File: config.mk
export PLATFORM = sky130hd
export DESIGN_NAME = fb_write_arbiter
export DESIGN_NICKNAME = d
export VERILOG_FILES = /design/src/rtl/fb_write_arbiter.sv
export SDC_FILE = /design/constraint.sdc
export NUM_CORES = 1
export LEC_CHECK = 0
export CORE_ASPECT_RATIO = 0.7
export CORE_UTILIZATION = 37
export CTS_CLUSTER_DIAMETER = 120
export DETAILED_ROUTE_END_ITERATION = 8
export PLACE_DENSITY = 0.77
export SLEW_MARGIN = 5
export SYNTH_ARGS = -nofsm -noshare
export SYNTH_HDL_FRONTEND = slang
export SYNTH_SLANG_ARGS = --single-unit
File: constraint.sdc
create_clock -name clk -period 1.85 [get_ports clk]
set_input_delay 0.185 -clock clk [delete_from_list [all_inputs] [get_ports clk]]
set_output_delay 0.185 -clock clk [all_outputs]
set_load 0.01 [all_outputs]
File: src/rtl/fb_write_arbiter.sv
// Framebuffer write-port arbiter: rotating priority among NUM_REQ pixel producers,
// bounded bursts, valid/ready per requester, registered write stage.
module fb_write_arbiter #(
    parameter int unsigned NUM_REQ   = 2,
    parameter int unsigned ADDR_W    = 17,
    parameter int unsigned BURST_MAX = 64,
    localparam int unsigned IdW      = (NUM_REQ > 2) ? $clog2(NUM_REQ) : 1
) (
    input  logic                      clk,
    input  logic                      reset_n,
    input  logic [NUM_REQ-1:0]        req_valid,
    input  logic [NUM_REQ-1:0]        req_last,
    input  logic [NUM_REQ*ADDR_W-1:0] req_addr,
    input  logic [NUM_REQ*32-1:0]     req_data,
    output logic [NUM_REQ-1:0]        req_ready,
    output logic                      grant_valid,
    output logic [IdW-1:0]            grant_id,
    output logic                      fb_we,
    output logic [ADDR_W-1:0]         fb_addr,
    output logic [31:0]               fb_wdata
);

    localparam logic [15:0] BurstLast = 16'(BURST_MAX - 1);

    typedef enum logic [0:0] {StIdle, StGrant} state_t;

    state_t              state_q, state_d;
    logic [IdW-1:0]      gid_q, gid_d;
    logic [IdW-1:0]      rr_q, rr_d;
    logic [15:0]         beat_q, beat_d;
    logic                fb_we_q, fb_we_d;
    logic [ADDR_W-1:0]   fb_addr_q, fb_addr_d;
    logic [31:0]         fb_wdata_q, fb_wdata_d;

    logic                own_valid, own_last, accept, release_grant;
    logic [ADDR_W-1:0]   own_addr;
    logic [31:0]         own_data;
    logic [IdW-1:0]      hi_id, lo_id, win_id, nxt_ptr;
    logic                hi_found;

    always_ff @(posedge clk or negedge reset_n) begin
        if (!reset_n) begin
            state_q    <= StIdle;
            gid_q      <= '0;
            rr_q       <= '0;
            beat_q     <= '0;
            fb_we_q    <= 1'b0;
            fb_addr_q  <= '0;
            fb_wdata_q <= '0;
        end else begin
            state_q    <= state_d;
            gid_q      <= gid_d;
            rr_q       <= rr_d;
            beat_q     <= beat_d;
            fb_we_q    <= fb_we_d;
            fb_addr_q  <= fb_addr_d;
            fb_wdata_q <= fb_wdata_d;
        end
    end

    // Owner selection and rotating-priority winner search (lowest index wins each pass).
    always_comb begin
        own_valid = 1'b0;
        own_last  = 1'b0;
        own_addr  = '0;
        own_data  = '0;
        hi_id     = '0;
        lo_id     = '0;
        hi_found  = 1'b0;
        for (int i = NUM_REQ - 1; i >= 0; i--) begin
            if (gid_q == IdW'(i)) begin
                own_valid = req_valid[i];
                own_last  = req_last[i];
                own_addr  = req_addr[i*ADDR_W +: ADDR_W];
                own_data  = req_data[i*32 +: 32];
            end
            if (req_valid[i]) begin
                lo_id = IdW'(i);
                if (IdW'(i) >= rr_q) begin
                    hi_id    = IdW'(i);
                    hi_found = 1'b1;
                end
            end
        end
        win_id        = hi_found ? hi_id : lo_id;
        nxt_ptr       = (32'(gid_q) + 32'd1 >= NUM_REQ) ? '0 : gid_q + IdW'(1);
        accept        = (state_q == StGrant) && own_valid;
        release_grant = (state_q == StGrant) &&
                        (!own_valid || own_last || (beat_q == BurstLast));
    end

    always_comb begin
        state_d    = state_q;
        gid_d      = gid_q;
        rr_d       = rr_q;
        beat_d     = beat_q;
        fb_we_d    = 1'b0;
        fb_addr_d  = fb_addr_q;
        fb_wdata_d = fb_wdata_q;
        case (state_q)
            StIdle: begin
                if (|req_valid) begin
                    state_d = StGrant;
                    gid_d   = win_id;
                    beat_d  = '0;
                end
            end
            StGrant: begin
                if (accept) begin
                    fb_we_d    = 1'b1;
                    fb_addr_d  = own_addr;
                    fb_wdata_d = own_data;
                    beat_d     = beat_q + 16'd1;
                end
                if (release_grant) begin
                    state_d = StIdle;
                    rr_d    = nxt_ptr;
                end
            end
            default: state_d = StIdle;
        endcase
    end

    always_comb begin
        req_ready = '0;
        for (int i = 0; i < NUM_REQ; i++) begin
            req_ready[i] = (state_q == StGrant) && (gid_q == IdW'(i)) && req_valid[i];
        end
        grant_valid = (state_q == StGrant);
        grant_id    = gid_q;
        fb_we       = fb_we_q;
        fb_addr     = fb_addr_q;
        fb_wdata    = fb_wdata_q;
    end

endmodule
* After elaboration in Yosys (flattened, before gate mapping)
Cells that the tools add are included.
Storage, ports and cells: input port bits 104, output and inout bits 54, register bits after elaboration 69
Cells by class: magnitude comparators 3, equal/unequal tests 3, bitwise logic cells 2, muxes and demuxes 22, reduce and logical (&&, ||, !) cells 14, add/subtract/negate cells 3
Operators by type and width (count):
- 2-to-1 mux 16 bit | 2
- 2-to-1 mux 32 bit | 1
- case mux 16 bit (2 select lines) | 1
- 2-to-1 mux 17 bit | 1
- adder 16 x 1 -> 16 bit (second input constant) | 1
- equality test 16 x 6 -> 1 bit (second input constant) | 1
- 2-to-1 mux 1 bit | 16
- AND reduction 2 bit | 4
- logical AND 1 bit | 6
- adder 1 x 1 -> 2 bit (second input constant) | 1
- >= comparator 1 bit (first input constant) | 2
- >= comparator 2 bit (second input constant) | 1
- logical OR 1 bit | 2
- != test 2 x 1 -> 1 bit (second input constant) | 1
- != test 2 bit (second input constant) | 1
- NOT 1 bit | 2
- case mux 1 bit (2 select lines) | 1
- OR reduction 2 bit | 1
- adder 1 bit (second input constant) | 1
- logical NOT 1 bit | 1

* Logic depth before layout (Yosys ltp)
depth after elaboration 7, depth in mapped cells 7, mapped depth without buffers 5

* Least setup slack after synthesis
No wires, ideal clock.
path type register to register, start register gid_q, in the netlist grant_id, end register beat_q[11], library setup time 0.077 ns, stages on the path, launching flop included 6, required time 1.773 ns, slack 0.014 ns, arrival 1.759 ns, clock period less this slack 1.836 ns, cell sequence dfrtp_1 > buf_2 > a21bo_4 > a211o_4 > or4_1 > a21oi_1
On the way: word-level cells in the longest chain between the ends 4
Ends and longest elaborated chain:
- from (decl) | RTL line 28 | logic [IdW-1:0] gid_q, gid_d;
- from (signal assigned) | RTL line 52 | gid_q <= gid_d;
- 2-to-1 mux 1 bit | RTL line 71 | if (gid_q == IdW'(i)) begin
- logical AND 1 bit | RTL line 87 | accept = (state_q == StGrant) && own_valid;
- != test 2 x 1 -> 1 bit (no line)
- AND reduction 2 bit (no line)
- to (signal assigned) | RTL line 54 | beat_q <= beat_d;
- to (decl) | RTL line 30 | logic [15:0] beat_q, beat_d;
No other way between the ends. A chain may end at the register's enable or synchronous reset.

* Worst setup path in the final report
start register gid_q, in the netlist grant_id, end register beat_q[15]
The elaborated chain is that of the path after synthesis.

==> results.toml <==
[cells_and_area]
n_antenna_cell = 0
area_growth_syn_to_layout_pct = 62.79
stdcell_area_sq_mm = 0.005469
multi_input_area_sq_mm = 0.001554
fin_cells = 622
layout.nets = 602
final_util = 0.6346
fillers = 726
register_area_sq_mm = 0.001730
drive_above_1_share = 0.09163

[logic_synthesis]
yosysTopAreaCellShare = 0.5140
avgSynthCellArea_sq_um = 10.09
synth_seq_area_share = 0.5140
syn_nets = 438
ys_top_cells_by_count = "dfrtp_1, nand2_1, o21ai_0"
synthMostInstantiatedCell = "dfrtp_1"
synth-edff-count = 0
synthArstFlopShare = 1.000
synth.largest_area_cell = "dfrtp_1"
ys_ff_latch = 69
synthesis.instances = 333
synthTopCellsByArea = "dfrtp_1, mux2i_1, o21ai_0, nand2_1, a21oi_1"
synthFlopType = "dfrtp_1"
yosysWarnings = 0
netlist_area_sq_mm = 0.003359
synth.distinct_cells = 39

[power_and_ir_drop]
seqPwrFrac = 0.319
power.density_mw_per_mm2 = 1378
ir_worst_vdd_mv = 0.6928
p_leak_nw = 2.392
pwr-share-clk = 0.207
combPwrFrac = 0.474
p_switching_mw = 2.637
p_int_mw = 4.897
p_sw_frac = 0.3500

[floorplanning]
die_h_um = 81.73
dieWidth_um = 115.9
initial_core_util = 0.3898
core_area_sq_mm = 0.008618
row_count = 28
die_area_sq_mm = 0.009471
io-pin-count = 158

[critical_path]
worstPathCellList = "a21bo_4 > a2111oi_4 > or4b_1 > a21oi_1"
cp_slowest_cell = "or4b_1"
slowest_delay_ps = 480
path_buf_inv = 0
startpoint_type = "flop"
end_kind = "flop"
worstPathArrival_ps = 2060
crit_family = "compound AO/OA/AOI/OAI gates"
worstSetupPathType = "flop to flop"
cp_max_fo = 3
required_ps = 2090

[global_route]
track_usage = 0.1903
grt_pass1_wl_mm = 13.74
met3_usage = 0.06273
overflow = 0
grt_util_met1 = 0.2426
antenna_found_initial = 0
grt_busiest_layer = "met2"
first_global_vias = 2814
grt_max_degree = 70
gr-usage-met2 = 0.3071

[clock_tree]
cts_made_buffers = 9
worst_skew_pair.late_latency_ps = 330
cts_root_buffer = "clkbuf_16"
clkTransAtPathRegs_ps = 60
htreeDepth = 3
cts_setup_buffers = 0
cts_tree = "yes"
clk_path_buf_depth = 2
cts.sinks = 69

[timing]
relSlewSlack = 0.7415
setup_tns_ps = 0
slew_violations = 0
final-hold-violation-count = 0
rsz0062_at_grt = "yes"
worstMarginPinSlew_ps = 387.8
setup_viol = 0
fin_skew_ps = 9.091
fin_crit_sh = 0.9795
period_needed_ps = 1812
max_freq_mhz = 551.9

[placed_design]
place.gp.congestion = 0.9100
dp_cells = 605
place_area_sq_mm = 0.005139
hpwl_mm = 6.657
portBuffers = 157

[drt]
viasPerCell = 4.955
drc = 0
num_vias = 3082
drt_iter0_markers = 107
ant_nets = 0
avgRoutedWirePerCell_um = 14.36
finalWirelength_mm = 8.931
drtPass1Iterations = 4

[status]
outcome = "completed"

[hold_path]
min_path_type = "primary input to async pin"

[flow_run]
cap_violations = 0
==> metrics by stage <==
step / setup slack [ps] / hold WS, ps / total power, mW
detailed placement: -203.3 / 237.8 / 5.998
global placement: -161.1 / 237.2 / 5.889
floorplan: 13.83 / -110.6 / 4.143
global route: -0.1508 / 446.9 / 8.067
finish: 37.98 / 391.2 / 7.534
CTS: -1.926 / 423.9 / 7.612
==> state kept, by name, indices dropped and copies added, names as in the netlist <==
name / cells
fb_wdata: 32
fb_addr: 17
beat_q: 16
fb_we: 1
grant_id: 1
grant_valid: 1
rr_q: 1
==> placed cells by master, fill, tap and decap left out, types with 9 or more instances in the layout <==
cell type        netlist  layout
nand2_1               59      57
clkbuf_16              0       9
clkdlybuf4s50_1        0     154
buf_4                  0      13
o21ai_0               57      57
mux2i_1               51      51
a21oi_1               13      13
dfrtp_1               69      68
==> what timing repair did <==
action | in CTS | in global routing
pin swaps | 0 | 1
endpoints found under the hold margin | 69 | 0
hold buffers | 1 | 0
gates cloned | 0 | 0
resized for setup | 6 | 5
endpoints found under the setup margin | 3 | 7
==> cells by family (layout without fill, tap and decap cells) <==
kind of cell | after synthesis | count (layout) | share of synthesized area
AO/OA/AOI/OAI | 86 | 86 | 0.1501
flip-flops | 69 | 69 | 0.5140
AND/OR/NAND/NOR | 98 | 98 | 0.1412
adder cells (fa/ha/maj) | 1 | 1 | 0.003724
XOR/XNOR | 1 | 1 | 0.002608
buffers and inverters | 26 | 195 | 0.03315
multiplexers | 52 | 52 | 0.1553
==> power groups by stage <==
| stage | clock network [mW] | logic (mW) | registers (mW) |
|---|---|---|---|
| after global routing | 1.67 | 3.91 | 2.49 |
| after CTS | 1.59 | 3.60 | 2.41 |
| after global placement | 0 | 3.49 | 2.40 |
| after detailed placement | 0 | 3.57 | 2.43 |
| final | 1.56 | 3.57 | 2.40 |
| after floorplan | 0 | 1.47 | 2.68 |
==> path summary, 6_finish.rpt <==
kind	startpoint	end	slack (ps)	cells after the start
max in group asynchronous	reset_n	grant_id	1120	3
worst max-delay path	grant_id	beat_q[15]	40	4
worst min register to register	fb_addr[6]	fb_addr[6]	470	2
min in group clk	fb_addr[6]	fb_addr[6]	470	2
worst min-delay path	reset_n	fb_addr[9]	390	3
worst max register to register	grant_id	beat_q[15]	40	4
==> area by class of cell <==
type | instances | share of cell area
Timing Repair Buffer | 175 | 0.3187
Inverter | 4 | 0.002745
Clock buffer | 9 | 0.04118
Multi-Input combinational cell | 238 | 0.2841
Clock inverter | 7 | 0.009380
Tap cell | 120 | 0.02745
Sequential cell | 69 | 0.3164
==> layer usage <==
layer | vias up | wire length, um
li1 | 1531 | -
met1 | 1431 | 3841
met5 | - | 0
met3 | 8 | 779
met4 | 0 | 88
met2 | 112 | 4221
==> tightest hold or removal path, delay by kind of cell <==
| family | cells | cell delay [ps] |
|---|---|---|
| buffers and inverters | 3 | 950 |
(Power assumes the default switching activity.)
